$ cat src/rtl/master_in_port.sv
// Bit-serial LSB-first receive stage: handshakes a frame, checks framing, presents words to the core.
// Optional output FIFO enabled by defining MASTER_IN_FIFO_EN (default: single holding register).
module master_in_port #(
   parameter int DATA_WIDTH = 8,
   parameter int FIFO_DEPTH = 4
) (
   input  logic                  clk,
   input  logic                  reset,
   input  logic                  rx_req,
   input  logic                  slave_ready,
   input  logic                  slave_valid,
   input  logic                  rx_bit,
   input  logic                  slave_tx_done,
   output logic                  master_ready,
   output logic [DATA_WIDTH-1:0] rx_data,
   output logic                  rx_valid,
   input  logic                  rx_ack,
   output logic                  rx_busy,
   output logic                  frame_err
);

   localparam int CNT_W = $clog2(DATA_WIDTH) + 1;
   localparam int IDX_W = $clog2(DATA_WIDTH);

   typedef enum logic [1:0] {IDLE, RECV, DONE} state_t;

   state_t                state_q, state_d;
   logic [CNT_W-1:0]      bit_cnt_q, bit_cnt_d;
   logic [DATA_WIDTH-1:0] shift_q, shift_d;
   logic                  master_ready_q, master_ready_d;
   logic                  rx_busy_q, rx_busy_d;
   logic                  frame_err_q, frame_err_d;
   logic                  last_bit;
   logic                  push;
   logic                  pop;
   logic                  space_d;

   assign push = (state_q == DONE);
   assign pop  = rx_valid & rx_ack;

   always_comb begin
      state_d     = state_q;
      bit_cnt_d   = bit_cnt_q;
      shift_d     = shift_q;
      frame_err_d = 1'b0;
      last_bit    = (bit_cnt_q == CNT_W'(DATA_WIDTH - 1));
      case (state_q)
         IDLE: begin
            if (master_ready_q && slave_ready) begin
               state_d   = RECV;
               bit_cnt_d = '0;
            end
         end
         RECV: begin
            shift_d[bit_cnt_q[IDX_W-1:0]] = rx_bit;
            bit_cnt_d = bit_cnt_q + CNT_W'(1);
            // tx_done must mark exactly the last bit, and the link must stay up throughout
            if (!slave_valid || (slave_tx_done != last_bit)) begin
               state_d     = IDLE;
               frame_err_d = 1'b1;
            end else if (last_bit) begin
               state_d = DONE;
            end
         end
         DONE:    state_d = IDLE;
         default: state_d = IDLE;
      endcase
      // Ready is judged against storage as it will look after this edge's push/pop
      master_ready_d = (state_d == IDLE) && rx_req && space_d;
      rx_busy_d      = (state_d == RECV);
   end

   always_ff @(posedge clk or posedge reset) begin
      if (reset) begin
         state_q        <= IDLE;
         bit_cnt_q      <= '0;
         shift_q        <= '0;
         master_ready_q <= 1'b0;
         rx_busy_q      <= 1'b0;
         frame_err_q    <= 1'b0;
      end else begin
         state_q        <= state_d;
         bit_cnt_q      <= bit_cnt_d;
         shift_q        <= shift_d;
         master_ready_q <= master_ready_d;
         rx_busy_q      <= rx_busy_d;
         frame_err_q    <= frame_err_d;
      end
   end

   assign master_ready = master_ready_q;
   assign rx_busy      = rx_busy_q;
   assign frame_err    = frame_err_q;

`ifdef MASTER_IN_FIFO_EN
   localparam int PTR_W = $clog2(FIFO_DEPTH);

   logic [DATA_WIDTH-1:0] mem_q [FIFO_DEPTH];
   logic [PTR_W-1:0]      wr_ptr_q, wr_ptr_d;
   logic [PTR_W-1:0]      rd_ptr_q, rd_ptr_d;
   logic [PTR_W:0]        count_q, count_d;

   always_comb begin
      wr_ptr_d = wr_ptr_q + PTR_W'(push);
      rd_ptr_d = rd_ptr_q + PTR_W'(pop);
      count_d  = count_q + (PTR_W+1)'(push) - (PTR_W+1)'(pop);
      space_d  = (count_d < (PTR_W+1)'(FIFO_DEPTH));
   end

   always_ff @(posedge clk or posedge reset) begin
      if (reset) begin
         wr_ptr_q <= '0;
         rd_ptr_q <= '0;
         count_q  <= '0;
      end else begin
         wr_ptr_q <= wr_ptr_d;
         rd_ptr_q <= rd_ptr_d;
         count_q  <= count_d;
      end
   end

   always_ff @(posedge clk) begin
      if (push) mem_q[wr_ptr_q] <= shift_q;
   end

   assign rx_valid = (count_q != '0);
   assign rx_data  = rx_valid ? mem_q[rd_ptr_q] : '0;
`else
   logic [DATA_WIDTH-1:0] hold_q, hold_d;
   logic                  valid_q, valid_d;

   always_comb begin
      hold_d  = hold_q;
      valid_d = valid_q;
      if (pop) valid_d = 1'b0;
      if (push) begin
         hold_d  = shift_q;
         valid_d = 1'b1;
      end
      space_d = !valid_d;
   end

   always_ff @(posedge clk or posedge reset) begin
      if (reset) begin
         hold_q  <= '0;
         valid_q <= 1'b0;
      end else begin
         hold_q  <= hold_d;
         valid_q <= valid_d;
      end
   end

   assign rx_valid = valid_q;
   assign rx_data  = hold_q;
`endif

endmodule

$ cat config.mk
export PLATFORM = sky130hd
export DESIGN_NAME = master_in_port
export DESIGN_NICKNAME = d
export VERILOG_FILES = /design/src/rtl/master_in_port.sv
export SDC_FILE = /design/constraint.sdc
export NUM_CORES = 1
export LEC_CHECK = 0
export ABC_CLOCK_PERIOD_IN_PS = 1900
export BUFFER_PORTS_ARGS = -buffer_cell sky130_fd_sc_hd__buf_2
export CAP_MARGIN = 20
export CORE_ASPECT_RATIO = 1.5
export CORE_UTILIZATION = 44
export DETAILED_ROUTE_END_ITERATION = 8
export PLACE_DENSITY = 0.64
export RECOVER_POWER = 100
export REMOVE_ABC_BUFFERS = 1
export SLEW_MARGIN = 20
export SYNTH_ARGS = -nofsm -noshare
export SYNTH_HDL_FRONTEND = slang
export SYNTH_SLANG_ARGS = --single-unit
export TNS_END_PERCENT = 1
$ cat constraint.sdc
create_clock -name clk -period 1.9 [get_ports clk]
set_input_delay 0.19 -clock clk [delete_from_list [all_inputs] [get_ports clk]]
set_output_delay 0.19 -clock clk [all_outputs]
set_load 0.02 [all_outputs]
==> results.md <==
- Placed wire-length estimate: 1330 um
- Pin count of the biggest net entering global routing: 27
- Worst min-delay path category: input port to register
- Register-to-Register Setup Slack: 300 ps
- CTS tree: done
- Cell area after layout: 1230 um2
- CP max FO: 10
- Port bufs: 19
- Ratio of cells with drive above 1 in the final layout: 0.219
- Final clock period utilization by the worst path: 0.839
- Cell-by-cell trace of the critical path: nand2b_1, nor4b_1, mux2_1
- Avg Vias per Cell: 5.56
- Total inserted antenna cells: 0
- Critical Path AT: 1810 ps
- Max Clk Rate: 0.627 GHz
- Via total after detailed routing: 717
- Finished Layout Cells: 129
- Syn_area_per_cell: 13.3 um2
- Number of CTS-inserted buffers: 3
- Minimum clock period after layout: 1600 ps
- Max Buffers Root-to-Sink: 2
- Post-synthesis sequential element count: 26
- Power per unit of standard cell area: 1010 nW/um2
- Register area share after synthesis: 0.570
- Antenna Nets Post-Route: 0
- Top-area cell type share of the netlist area: 0.570
- Cell at the root of the clock tree: clkbuf_4
- Most frequent standard cell in the layout excluding fill and tap cells: dfrtp_1
- Final hold slack: 76.8 ps
- Placeable core region: 2450 um2
- Final TNS setup: 0 ps
- Vert. Die Dim: 64.4 um
- GRT overflow: 0
- Outcome: complete, but fails checks
- Area taken by flip-flops and latches: 651 um2
- Commonest register cell after synthesis: dfrtp_1
- Placed Area: 1240 um2
- Starting density of the core: 0.466
- Number of endpoints failing setup at the final stage: 0
- Overall routing resource usage: 0.154
- Std cell rows: 22
- Vias in the first global route: 694
- Overall die width: 43.6 um
- Kind of start point of the critical path: register
- # Max-Cap Violations: 0
- Worst slack, placed: 355 ps
- Final-report max-slew violation count: 0
- Final Total Pwr: 1.23 mW
- Worst-case setup margin in the final layout: 305 ps
- Number of placed instances with taps included: 125
- Start-to-end type of the worst setup path: register to register
- Post-synthesis cell area: 1140 um2
- Core occupancy in the finished layout: 0.502
- Ys Warns: 0
- Normalized max-slew margin: 0.587
- DIE AREA: 2810 um2
- Crit end category: register
- Sink count of the clock tree: 26
- Worst path slowest cell: dfrtp_1
- Failing checks: DRC
- Multi-input gate area in the final layout: 423 um2
- Largest incremental delay on the critical path: 430 ps
- Top library cells by usage in the layout, fill and taps aside: dfrtp_1 (26), clkbuf_1 (12), mux2_2 (11), buf_2 (7), nand2_1 (6)
- Count of pins on the block boundary: 20
- Cts repair resizes: 0
- Number of antenna violations at the first check in global routing: 0
- Worst supply voltage drop on vdd: 0.000450 V
- CP Data Required Time: 2110 ps
- Netlist cell types: 31
- Count of flip-flops with a built-in enable after synthesis: 0
- Detailed Routing Iterations Pass 1: 6
- Clk Latency, worst-skew pair: 310 ps
- Actual transition at the worst max-transition pin: 619 ps
- Post-synthesis cell type with the largest combined area: dfrtp_1
- Ys async rst share: 1.00
- Clock skew: 4.09 ps
- Number of design rule violations left after detail routing: 2
- Weighted congestion at the end of routability-driven global placement: 0.732
- Unrepaired setup endpoints after global routing: no
- Leakage power: 0.579 nW
- Detailed router's first-iteration violation count: 22
- Detailed-route wire length per cell: 14.6 um
- Cells after Synth: 86
- CTS H-Tree Depth: 1
- Total Routed Length: 1880 um
- Area Growth Syn to Fin: 7.68%
- Post-layout net count: 116
- Global-route wire length before repair: 3190 um
- Top cells by area in the synthesized netlist: dfrtp_1 (57%), mux2_2 (11%), mux2_1 (4.9%)
- Buffer count from post-CTS setup fixing: 0
- Clock edge transition at the registers on the reported setup and hold paths: 120 ps
- Filler Cells Inserted: 236
- Hold Vio Cnt, Final: 0
## what timing repair did
action | 4_1_cts | 5_1_grt
setup endpoints to repair | 0 | 0
hold buffers | 1 | 0
hold endpoints to repair | 26 | 0
## synth_stat cells (2+ instances only)
library cell / n
nor2_1: 2
o31ai_1: 2
mux2_1: 5
inv_1: 2
a21oi_1: 3
nor3b_1: 2
nand3_1: 2
nand2_1: 6
nor3_1: 2
o21ai_0: 2
dfrtp_1: 26
nand2b_1: 2
buf_2: 2
mux2_2: 11
## final timing paths
path | cells past startpoint | end | start
worst max-delay path | 3 | shift_q[2]$_DFFE_PP0P_ | state_q[1]$_DFF_PP0_
worst min-delay path | 2 | frame_err$_DFF_PP0_ | slave_valid
worst max register to register | 3 | shift_q[2]$_DFFE_PP0P_ | state_q[1]$_DFF_PP0_
worst min register to register | 1 | shift_q[7]$_DFFE_PP0P_ | shift_q[7]$_DFFE_PP0P_
max in group asynchronous | 4 | bit_cnt_q[2]$_DFFE_PP0P_ | reset
min in group asynchronous | 4 | rx_data[2]$_DFFE_PP0P_ | reset
## state kept, by name (all words and copies together), names as in the netlist
register and count:
state_q 2, master_ready 1, frame_err 1, rx_busy 1
bit_cnt_q 4, shift_q 8, rx_data 8, rx_valid 1
## critical path, delay by kind of cell (launching register included)
kind             cells  cell delay [ps]
AND/OR/NAND/NOR      2              710
flip-flops           1              430
multiplexers         1              350
## logic make-up after synthesis
group,after synthesis,share of synthesized area
adder cells (fa/ha/maj),1,0.0110
AND/OR/NAND/NOR,24,0.155
flip-flops,26,0.570
XOR/XNOR,1,0.00768
AO/OA/AOI/OAI,10,0.0548
multiplexers,17,0.167
buffers and inverters,7,0.0351
## power by group
part	switching [mW]	internal, mW	leakage [nW]	total [mW]
Combinational	0.113	0.122	0.220	0.235
Sequential	0.107	0.673	0.346	0.780
Clock	0.146	0.0743	0.0138	0.220
Total	0.365	0.870	0.579	1.23
## metal layers
| layer | track usage | wire [um] | part of all wire | vias to the layer above |
|---|---|---|---|---|
| met3 | 0.0169 | 31 | 0.017 | 5 |
| met4 | 0.0820 | 44 | 0.023 | 0 |
| met1 | 0.201 | 831 | 0.44 | 354 |
| met2 | 0.246 | 970 | 0.52 | 10 |
| li1 | - | - | - | 348 |
| met5 | 0 | 0 | 0 | - |
## area by class of cell
class | instances | area share
clock buffer | 3 | 0.0183
inverter | 2 | 0.00611
multi-input combinational | 53 | 0.344
sequential | 26 | 0.530
tap | 24 | 0.0244
timing repair buffer | 21 | 0.0774
Power figures use the tool's default switching activity.
